<file path="src/rtl/wrr_vc_scheduler.sv">
// Weighted round-robin scheduler sharing one transmit word path among four VC queues.
// Each VC may send up to its programmed weight of consecutive words per turn.
module wrr_vc_scheduler #(
    parameter int DATA_W   = 4,
    parameter int WEIGHT_W = 3
) (
    input  logic                  clk,
    input  logic                  reset,
    input  logic                  edit_weight,
    input  logic [1:0]            vc_assign,
    input  logic [WEIGHT_W-1:0]   weight_assign,
    input  logic [3:0]            req,
    input  logic [4*DATA_W-1:0]   vc_data,
    output logic [3:0]            pop,
    output logic [DATA_W-1:0]     Data_Word,
    output logic                  data_valid,
    output logic [1:0]            gnt_vc,
    output logic                  busy
);

    // Handshake: req[i] is the queue's valid (head word present), pop[i] is our
    // ready; a word transfers on every rising edge where both are high.

    typedef enum logic {IDLE, SERVE} state_t;

    state_t              state;
    logic [WEIGHT_W-1:0] w [4];
    logic [1:0]          cur;
    logic [1:0]          ptr;
    logic [WEIGHT_W-1:0] cnt;
    logic [WEIGHT_W-1:0] cur_w;

    logic [DATA_W-1:0]   head [4];
    logic [3:0]          elig;
    logic [1:0]          base;
    logic [1:0]          idx;
    logic [1:0]          next_vc;
    logic                found;
    logic                turn_end;

    for (genvar g = 0; g < 4; g++) begin : g_vc
        assign head[g] = vc_data[g*DATA_W +: DATA_W];
        assign elig[g] = req[g] && (w[g] != '0);
    end

    // At turn end the search starts one past cur, so cur is naturally considered last.
    assign base = (state == SERVE) ? cur + 2'd1 : ptr;

    always_comb begin
        found   = 1'b0;
        next_vc = base;
        idx     = base;
        for (int k = 3; k >= 0; k--) begin
            idx = base + 2'(k);
            if (elig[idx]) begin
                found   = 1'b1;
                next_vc = idx;
            end
        end
    end

    always_comb begin
        pop = 4'b0000;
        if (reset && state == SERVE) begin
            pop[cur] = req[cur];
        end
    end

    assign turn_end = (state == SERVE) &&
                      (!req[cur] || (cnt == cur_w - WEIGHT_W'(1)));

    always_ff @(posedge clk) begin
        if (!reset) begin
            state      <= IDLE;
            cur        <= 2'd0;
            ptr        <= 2'd0;
            cnt        <= '0;
            cur_w      <= '0;
            Data_Word  <= '0;
            data_valid <= 1'b0;
            for (int i = 0; i < 4; i++) begin
                w[i] <= WEIGHT_W'(1);
            end
        end else begin
            // New turns latch the pre-write weight; the write lands on this same edge.
            if (edit_weight) begin
                w[vc_assign] <= weight_assign;
            end
            data_valid <= |pop;
            if (|pop) begin
                Data_Word <= head[cur];
            end
            case (state)
                IDLE: begin
                    if (found) begin
                        state <= SERVE;
                        cur   <= next_vc;
                        cnt   <= '0;
                        cur_w <= w[next_vc];
                    end
                end
                SERVE: begin
                    if (turn_end) begin
                        ptr <= cur + 2'd1;
                        if (found) begin
                            cur   <= next_vc;
                            cnt   <= '0;
                            cur_w <= w[next_vc];
                        end else begin
                            state <= IDLE;
                        end
                    end else if (pop[cur]) begin
                        cnt <= cnt + WEIGHT_W'(1);
                    end
                end
                default: state <= IDLE;
            endcase
        end
    end

    assign gnt_vc = cur;
    assign busy   = (state == SERVE);

endmodule

</file>
<file path="config.mk">
export PLATFORM = sky130hd
export DESIGN_NAME = wrr_vc_scheduler
export DESIGN_NICKNAME = d
export VERILOG_FILES = /design/src/rtl/wrr_vc_scheduler.sv
export SDC_FILE = /design/constraint.sdc
export NUM_CORES = 1
export LEC_CHECK = 0
export ABC_AREA = 1
export CAP_MARGIN = 40
export CORE_UTILIZATION = 51
export CTS_CLUSTER_DIAMETER = 50
export DETAILED_ROUTE_END_ITERATION = 10
export PLACE_DENSITY = 0.8
export SLEW_MARGIN = 20
export SYNTH_ARGS = -nofsm -noshare
export SYNTH_HDL_FRONTEND = slang
export SYNTH_SLANG_ARGS = --single-unit
</file>
<file path="constraint.sdc">
create_clock -name clk -period 2.6 [get_ports clk]
set_clock_uncertainty 0.05 [all_clocks]
set_input_delay 0.52 -clock clk [delete_from_list [all_inputs] [get_ports clk]]
set_output_delay 0.52 -clock clk [all_outputs]
set_load 0.005 [all_outputs]
</file>
-- After elaboration in Yosys (flattened, before gate mapping)
Memories as Yosys holds them, arrays and structs flattened.
Cells that the tools add are included.
- bits in registers: 16
- latch bits: 0
- bits in writable memories: 12
- bits in read-only memories: 0
- bits of input ports: 28
- output and inout port bits: 12
- word-level logic and storage cells: 90
- memories: 1
- memories (name ; words ; bits a word ; rd ports ; clocked after memory_dff ; wr ports ; RTL line ; text):
    w ; 4 ; 3 ; 5 ; 0 ; 4 ; 27 ; logic [WEIGHT_W-1:0] w [4];
- $add $sub $neg: 6
- multipliers: 0
- div/mod/pow operators: 0
- magnitude comparators: 7
- eq/ne operators: 3
- shifts and indexed selects: 0
- muxes and demuxes: 47
- bitwise logic cells: 3
- reduce and logical (&&, ||, !) cells: 16
- operators with widths (cell ; number):
    $mux W1 ; 18
    $mux W3 ; 6
    $mux W2 ; 8
    $lt A2 B3 Y1 const B ; 5
    $bmux W1 S2 ; 6
    $mux W4 ; 3
    $pmux W3 S2 ; 2
    $reduce_bool A3 Y1 ; 4
    $bmux W4 S2 ; 1
    $logic_and A1 B1 Y1 ; 7
    $add A2 B1 Y2 const B ; 2
    $add A2 B2 Y2 const B ; 2
    $and A4 B4 Y4 ; 1
    $pmux W2 S2 ; 1
    $reduce_or A4 Y1 ; 1
    $add A3 B1 Y3 const B ; 1
    $eq A3 B3 Y1 ; 1
    $ge A3 B3 Y1 const B ; 1
    $ne A3 B1 Y1 const B ; 1
    $not A2 Y3 ; 1
    $reduce_or A3 Y1 ; 1
    $sub A3 B1 Y3 const B ; 1
    $demux W1 S2 ; 1
    $ge A2 B1 Y1 const B ; 1
    other kinds (6) ; 6

-- Longest topological paths before layout
Gate-level depths: netlist (run 1).
An unclocked memory read counts as a cell.
- depth in word-level cells: 13
- depth in mapped cells: 20
- gate-level depth less buffers: 19

-- Least setup slack after synthesis (run 1)
OpenSTA, ideal clock, no wires.
- path kind: register to register
- start point: register cur[0] (netlist: gnt_vc[0])
- end point: register cur_w[0]
- library setup time: 112 ps
- arrival: 2190 ps
- required time: 2438 ps
- setup slack: 248 ps
- cell stages (with the launch flop): 20
- buffers on the path: 1
- period minus slack after synthesis: 2352 ps
- path through: dfxtp_1 > inv_2 > clkbuf_1 > ha_1 > inv_1 > nand2_1 > nand2_1 > nand2_1 > nand2_2 > nand3_2 > nand2_2 > inv_2 > nand2_2 > nand3_2 > nand2_4 > inv_2 > nand2_1 > nand3_1 > nand2_1 > nand2_1
- cells in the longest elaborated chain, start to end: 13
- elaborated cells on any way between the ends: 31
- those cells by class: 4 x add/sub; 1 x eq/ne; 22 x mux; 3 x reduce/logical; 1 x memory
- RTL lines (element ; RTL line ; text):
    start, declared ; 28 ; logic [1:0] cur;
    start signal, assigned ; 97 ; cur <= next_vc;
    start signal, assigned ; 106 ; cur <= next_vc;
    $add A2 B1 Y2 ; 47 ; assign base = (state == SERVE) ? cur + 2'd1 : ptr;
    $mux W2 ; 47 ;
    $add A2 B2 Y2 ; 54 ; idx = base + 2'(k);
    $bmux W1 S2 ; 55 ; if (elig[idx]) begin
    $mux W1 (implied by the code) ; 55 ;
    $mux W2 (4 in series) ; 55 ;
    $mem_v2 Z4 W3 ; -- ;
    $mux W3 ; 95, 105 ;
    $mux W3 ; 103 ; if (turn_end) begin
    $pmux W3 S2 ; 93 ; case (state)
    end signal, assigned ; 99 ; cur_w <= w[next_vc];
    end signal, assigned ; 108 ; cur_w <= w[next_vc];
    end, declared ; 31 ; logic [WEIGHT_W-1:0] cur_w;
Parallel ways exist; a longest one is shown, timed or not. The select of a mux whose other input is x is not followed.
A chain may end at the register's enable or synchronous reset.

-- Final worst setup path (run 1)
- start point: input port req[0]
- end point: output port pop[2]
- cells in the longest elaborated chain, start to end: 4
- RTL lines (element ; RTL line ; text):
    start, declared ; 12 ; input logic [3:0] req,
    $bmux W1 S2 ; 65 ; pop[cur] = req[cur];
    $mux W1 (implied by the code) ; 65 ;
    $and A4 B4 Y4 (no source line) ; -- ;
    $mux W4 ; 64 ; if (reset && state == SERVE) begin
    end, declared ; 14 ; output logic [3:0] pop,
Every way passes these cells. The select of a mux whose other input is x is not followed.

==> results_dict.tcl, run 1 <==
set metrics [dict create \
    outcome "finished clean" \
    reg2reg_from "gnt_vc[0]" \
    clk_pin_slew_ns 0.10 \
    cts.sinks 28 \
    setup_slack_ns 0.134 \
    cts.path.max_buffers 2 \
    rsz0062_at_grt "false" \
    dr.first_iter.drc_count 140 \
    period_needed_ns 2.47 \
    drive_gt1_frac 0.132 \
    die_w_um 63.3 \
    avgSynthCellArea_sq_um 6.71 \
    rows 21 \
    grt_pass1_vias 1808 \
    gp_congestion 0.878 \
    numCtsBuffers 3 \
    viasPerCell 5.17 \
    synth-main-ff-cell "dfxtp_1" \
    nFillCells 283 \
    required_ns 2.03 \
    clk_latency_ns 0.28 \
    dp_slack_ns -0.127 \
    startpoint_type "input pin" \
    io_buffer_count 39 \
    die_area_sq_mm 0.00401 \
    nNetsFinal 376 \
    regToRegEndpoint "cur_w[0]" \
    coreArea_sq_mm 0.00347 \
    drc_errors 0 \
    cts_tree "built" \
    critPathMaxFanout 3 \
    die-height_um 63.3 \
    setup_viol 0 \
    cap_violations 0 \
    finalCritPeriodShare 0.949 \
    antennaDiodeCount 0 \
    antenna_found_initial 0 \
    synth_cell_types 31 \
    hpwl_um 3960 \
    initial_core_util 0.553 \
    synth_top_cell_area_share 0.188 \
    syn_inst 286 \
    hold_class "flip-flop to flip-flop" \
    grt_pass1_wl_um 8290 \
    drv_slew 0 \
    finalWirelength_um 4920 \
    yosysSeqAreaShare 0.355 \
    slew_headroom 0.678 \
    whs_endpoint "cur_w[1]" \
    final_cell_mix "nand2_1 (83), nor2_1 (38), inv_1 (35)" \
    ios 40 \
    power_density_mw_per_mm2 964 \
    yosysTopAreaCell "edfxtp_1" \
    hold_buffers 0 \
    cp.arrival_ns 1.90 \
    first_pass_iters 5 \
    critPathCaptureType "output pin" \
    synth_area_leaders "edfxtp_1 (19%), dfxtp_1 (17%), nand2_1 (16%)" \
    wl_per_cell_um 12.7 \
    max-vdd-ir-drop_mv 0.487 \
    synth_area_sq_mm 0.00192 \
    final-hold-violation-count 0 \
    synth_edf_count 12 \
    mostFrequentLayoutCell "nand2_1" \
    async_flop_share 0 \
    leakage_nw 1.27 \
    htree_levels 1 \
    finalSetupTns_ns 0 \
    gr-total-overflow 0 \
    postRouteAntennaNets 0 \
    ys_ff_latch 28 \
    worstHoldStart "cur_w[1]" \
    timing.reg2reg.setup_slack_ns 0.21 \
    min_path_cells 2 \
    tightest_slew_ns 0.482 \
    synth_fp_nets 320 \
    synth_warnings 0 \
    vias 2000 \
    grt_start_max_net_pins 17 \
    ff2ff_path_depth 18 \
    cts-root-buf "clkbuf_8" \
    fmax_mhz 405 \
    grt_use_total 0.265 \
    syn2layout_area_growth_pct 32.2 \
    path_class "input pin to output pin" \
]
critical path: stages:
cell	delay, ns
clkdlybuf4s50_1	0.48
nand2_1	0.06
nand3_1	0.08
nand2_2	0.08
nor3_4	0.18
buf_4	0.14
nand2_1	0.05
inv_1	0.06
dlygate4sd2_1	0.23
cells in the mapped netlist, types with 2 or more instances:
cell type,number
xor2_1,4
nor2_1,39
inv_1,35
a21oi_1,6
buf_6,2
a31oi_1,3
nand2_4,2
dfxtp_1,16
nand2_1,84
inv_2,3
ha_1,6
nor3_1,3
nand3_1,29
o21ai_0,15
nand3_2,3
edfxtp_1,12
nand2_2,9
o21ai_1,2
through the flow:
step	hold WS [ns]	util	cells	power [W]	cell area, sq um
global placement	0.395	0.706	382	0.00203	2450
floorplan	0.376	-	286	0.00166	1920
global route	0.447	0.731	387	0.00265	2530
CTS	0.417	0.730	387	0.00243	2530
finish	0.415	0.731	387	0.00244	2530
detailed placement	0.402	0.706	382	0.00206	2450
repair_timing:
action,in CTS,in global routing
gates cloned,0,0
gates resized for setup,7,1
endpoints found under the hold margin,0,0
setup buffers,1,0
setup endpoints to repair,4,1
layout make-up:
type,instances,area (sq um),share of cell area
multi-input combinational,214,1060,0.419
clock inverter,1,30.0,0.0118
clock buffer,3,41.3,0.0163
timing repair buffer,56,515,0.203
tap,46,57.6,0.0227
sequential,28,681,0.269
inverter,39,149,0.0587
kinds of logic after synthesis:
logic type,count (synthesis),synth area share
and+or+nand+nor,173,0.396
buffers and inverters,44,0.0978
AOI/OAI and AO/OA,31,0.0939
DFF,28,0.355
adders and majority gates,6,0.0391
xor gates and xnor gates,4,0.0183
state kept, by name, indices dropped and copies added (netlist names):
| signal | cells |
|---|---|
| ptr | 2 |
| Data_Word | 4 |
| w | 12 |
| cnt | 3 |
| data_valid | 1 |
| cur_w | 3 |
| busy | 1 |
| gnt_vc | 2 |
power breakdown:
group,leakage [nW],total [W],internal [W],switching (W)
clock,0.0357,0.000351,0.000206,0.000144
combinational,0.983,0.00148,0.000557,0.000918
sequential,0.249,0.000618,0.000548,0.0000707
total,1.27,0.00244,0.00131,0.00113
worst max-delay path by stage:
stage	end	from
after floorplan	cur_w[0]	gnt_vc[0]
after global placement	pop[2]	req[1]
after detailed placement	pop[1]	req[1]
after CTS	pop[3]	req[0]
after global routing	pop[2]	req[0]
final	pop[2]	req[0]
per-layer routing:
layer,global-route usage,wire length (um)
met1,0.342,2240
met4,0.0767,76
met3,0.0380,208
met2,0.456,2400
met5,0,0
(Power assumes the default switching activity.)
==> run 2: changes to the inputs <==
--- a/config.mk
+++ b/config.mk
@@ -5,9 +5,8 @@
 export SDC_FILE = /design/constraint.sdc
 export NUM_CORES = 1
 export LEC_CHECK = 0
-export ABC_AREA = 1
 export CAP_MARGIN = 40
-export CORE_UTILIZATION = 51
+export CORE_UTILIZATION = 50
 export CTS_CLUSTER_DIAMETER = 50
 export DETAILED_ROUTE_END_ITERATION = 10
 export PLACE_DENSITY = 0.8
==> results_dict.tcl, run 2 <==
set metrics [dict create \
    synth_fa_ha_area_frac 0.0436 \
    switchingPower_w 0.000385 \
    ys_ff_latch 28 \
    holdWs_ns 0.444 \
    hold_class "flip-flop to flip-flop" \
    coreArea_sq_mm 0.00315 \
    startpoint "gnt_vc[1]" \
    setup_viol 0 \
    grt_use_total 0.238 \
    die_area_sq_mm 0.00368 \
    finalCritPeriodShare 0.954 \
    cp_top_family "compound AO/OA/AOI/OAI gates" \
    whs_endpoint "Data_Word[0]" \
    netlist_top_cells_count "dfxtp_1 (16), nand2_1 (13), and2_1 (12), edfxtp_1 (12), nand2b_1 (9)" \
    met1Wirelength_um 1590 \
    leakage_nw 0.938 \
    postRouteAntennaNets 0 \
    antennaDiodeCount 0 \
    wl_met3_um 152 \
    finalPower_w 0.00122 \
    critPathCaptureType "flip-flop" \
    multi_input_area_sq_mm 0.00103 \
    max-vdd-ir-drop_mv 0.297 \
    dr.first_iter.drc_count 64 \
    clk_pin_slew_ns 0.16 \
    synth_xor_area_frac 0.0290 \
    yosysSeqAreaShare 0.395 \
    cts_tree "built" \
    critical_path.cell_chain "inv_1 -> ha_1 -> mux2_2 -> a32o_1 -> a211oi_4 -> nand2_4 -> a2111oi_1 -> o31ai_1" \
    largestRegisters "w (12), Data_Word (4)" \
    synth_warnings 0 \
    ff2ff_path_depth 8 \
    reg2reg_from "gnt_vc[1]" \
    clk_latency_ns 0.33 \
    initial_core_util 0.546 \
    finalWirelength_um 4020 \
    first_pass_iters 4 \
    synth_area_sq_mm 0.00172 \
    critPathMaxFanout 5 \
    rows 20 \
    slew_headroom 0.538 \
    nNetsFinal 256 \
    required_ns 2.77 \
    cp.arrival_ns 2.65 \
    cap_violations 0 \
    regArea_sq_um 682 \
    cts.sinks 28 \
    cts.path.max_buffers 2 \
    syn_inst 166 \
    io_buffer_count 39 \
    cts-root-buf "clkbuf_4" \
    final_cell_mix "clkdlybuf4s50_1 (31), buf_4 (18), dfxtp_1 (15)" \
    cp.buffers_inverters 1 \
    outcome "finished clean" \
    gp_congestion 0.867 \
    power_density_mw_per_mm2 522 \
    regMostFlops "w" \
    yosysTopAreaCell "edfxtp_1" \
    intPower_w 0.000833 \
    seqPwrFrac 0.440 \
    avgSynthCellArea_sq_um 10.4 \
    tightest_slew_ns 0.686 \
    min_path_cells 2 \
    die-height_um 60.7 \
    vias 1492 \
    synth_area_leaders "edfxtp_1 (21%), dfxtp_1 (19%), mux4_2 (6.5%)" \
    final-hold-violation-count 0 \
    wl_per_cell_um 15.2 \
    regToRegEndpoint "cur_w[2]" \
    power_frac_clock 0.154 \
    grt_pass1_wl_um 6400 \
    ios 40 \
    grt_pass1_vias 1456 \
    drc_errors 0 \
    synth.most_common_cell "dfxtp_1" \
    numCtsBuffers 3 \
    path_class "flip-flop to flip-flop" \
    worstHoldStart "Data_Word[0]" \
    synth_cell_types 41 \
    async_flop_share 0 \
    synth_fp_nets 200 \
    fmax_mhz 403 \
    drv_slew 0 \
    mostFrequentLayoutCell "clkdlybuf4s50_1" \
    synth_top_family_by_area "simple AND/OR/NAND/NOR gates" \
    synth-simple-area-share 0.229 \
    comb_power_share 0.405 \
    hold_buffers 0 \
    timing.reg2reg.setup_slack_ns 0.12 \
    wl_met2_um 2190 \
    grt_start_max_net_pins 21 \
    drive_gt1_frac 0.199 \
    hpwl_um 3220 \
    antenna_found_initial 0 \
    synth-main-ff-cell "dfxtp_1" \
    synthMuxAreaShare 0.118 \
    viasPerCell 5.63 \
    die_w_um 60.7 \
    htree_levels 1 \
    synth_top_cell_area_share 0.209 \
    largest_reg_flops 12 \
    synth_edf_count 12 \
    critPathMaxStageDelay_ns 0.44 \
    startpoint_type "flip-flop" \
    period_needed_ns 2.48 \
    synth_compound_area_frac 0.160 \
    nFillCells 229 \
    dr.max_layer_used "met4" \
    rsz0062_at_grt "false" \
    syn2layout_area_growth_pct 35.4 \
    p_sw_frac 0.316 \
    slowest_stage "a2111oi_1" \
    gr-total-overflow 0 \
]
[run 2: power groups by stage]
stage | clock, W | sequential (W) | combinational [W]
floorplan | 0 | 0.000540 | 0.000298
global placement | 0 | 0.000541 | 0.000460
detailed placement | 0 | 0.000545 | 0.000481
CTS | 0.000190 | 0.000535 | 0.000482
global route | 0.000205 | 0.000540 | 0.000537
finish | 0.000188 | 0.000536 | 0.000494
[run 2: stage by stage]
step                      setup TNS [ns]  utilization  setup slack [ns]  std cells  instance area, sq um
after CTS                              0        0.733            0.0210        265                  2310
after global routing                   0        0.740            0.0291        265                  2330
final                                  0        0.740             0.119        265                  2330
after detailed placement           -1.58        0.724            -0.263        260                  2280
after global placement             -1.31        0.721            -0.214        260                  2270
after floorplan                        0            -           0.00550        166                  1740
[run 2: layout make-up]
class                           instances  area share
Clock buffer                            4      0.0113
Tap cell                               44      0.0236
Inverter                                5     0.00805
Timing Repair Buffer                   57       0.223
Multi-Input combinational cell        127       0.442
Sequential cell                        28       0.292
[run 2: timing repair]
action,in CTS,in global routing
gates cloned,0,0
pin swaps,1,0
buffers inserted,1,0
gates resized for setup,8,6
endpoints found under the setup margin,4,6
[run 2: cell families after synthesis]
group | Yosys count
buf+inv | 11
flops | 28
mux | 14
compound gates | 35
fa+ha+maj | 6
xor+xnor | 4
simple gates | 68
[run 2: worst register-to-register path: cells and delay by family, from the launching register on]
| family | cells | cell delay [ns] |
|---|---|---|
| AOI/OAI and AO/OA | 4 | 1.16 |
| DFF | 1 | 0.38 |
| muxes | 1 | 0.31 |
| adders and majority gates | 1 | 0.29 |
| and+or+nand+nor | 1 | 0.10 |
| buffers and inverters | 1 | 0.09 |
[run 2: worst max path at each step]
stage	endpoint	slack [ns]	cells past startpoint
global placement	pop[3]	-0.21	5
detailed placement	pop[3]	-0.26	5
CTS	cur_w[1]	0.02	8
finish	cur_w[2]	0.12	8
floorplan	cur_w[0]	0.006	9
global route	cur_w[1]	0.03	9
[run 2: routing by layer]
layer,GRT usage,vias up
li1,-,736
met1,0.257,699
met2,0.460,49
met3,0.0384,8
met4,0.0909,0
met5,0,-
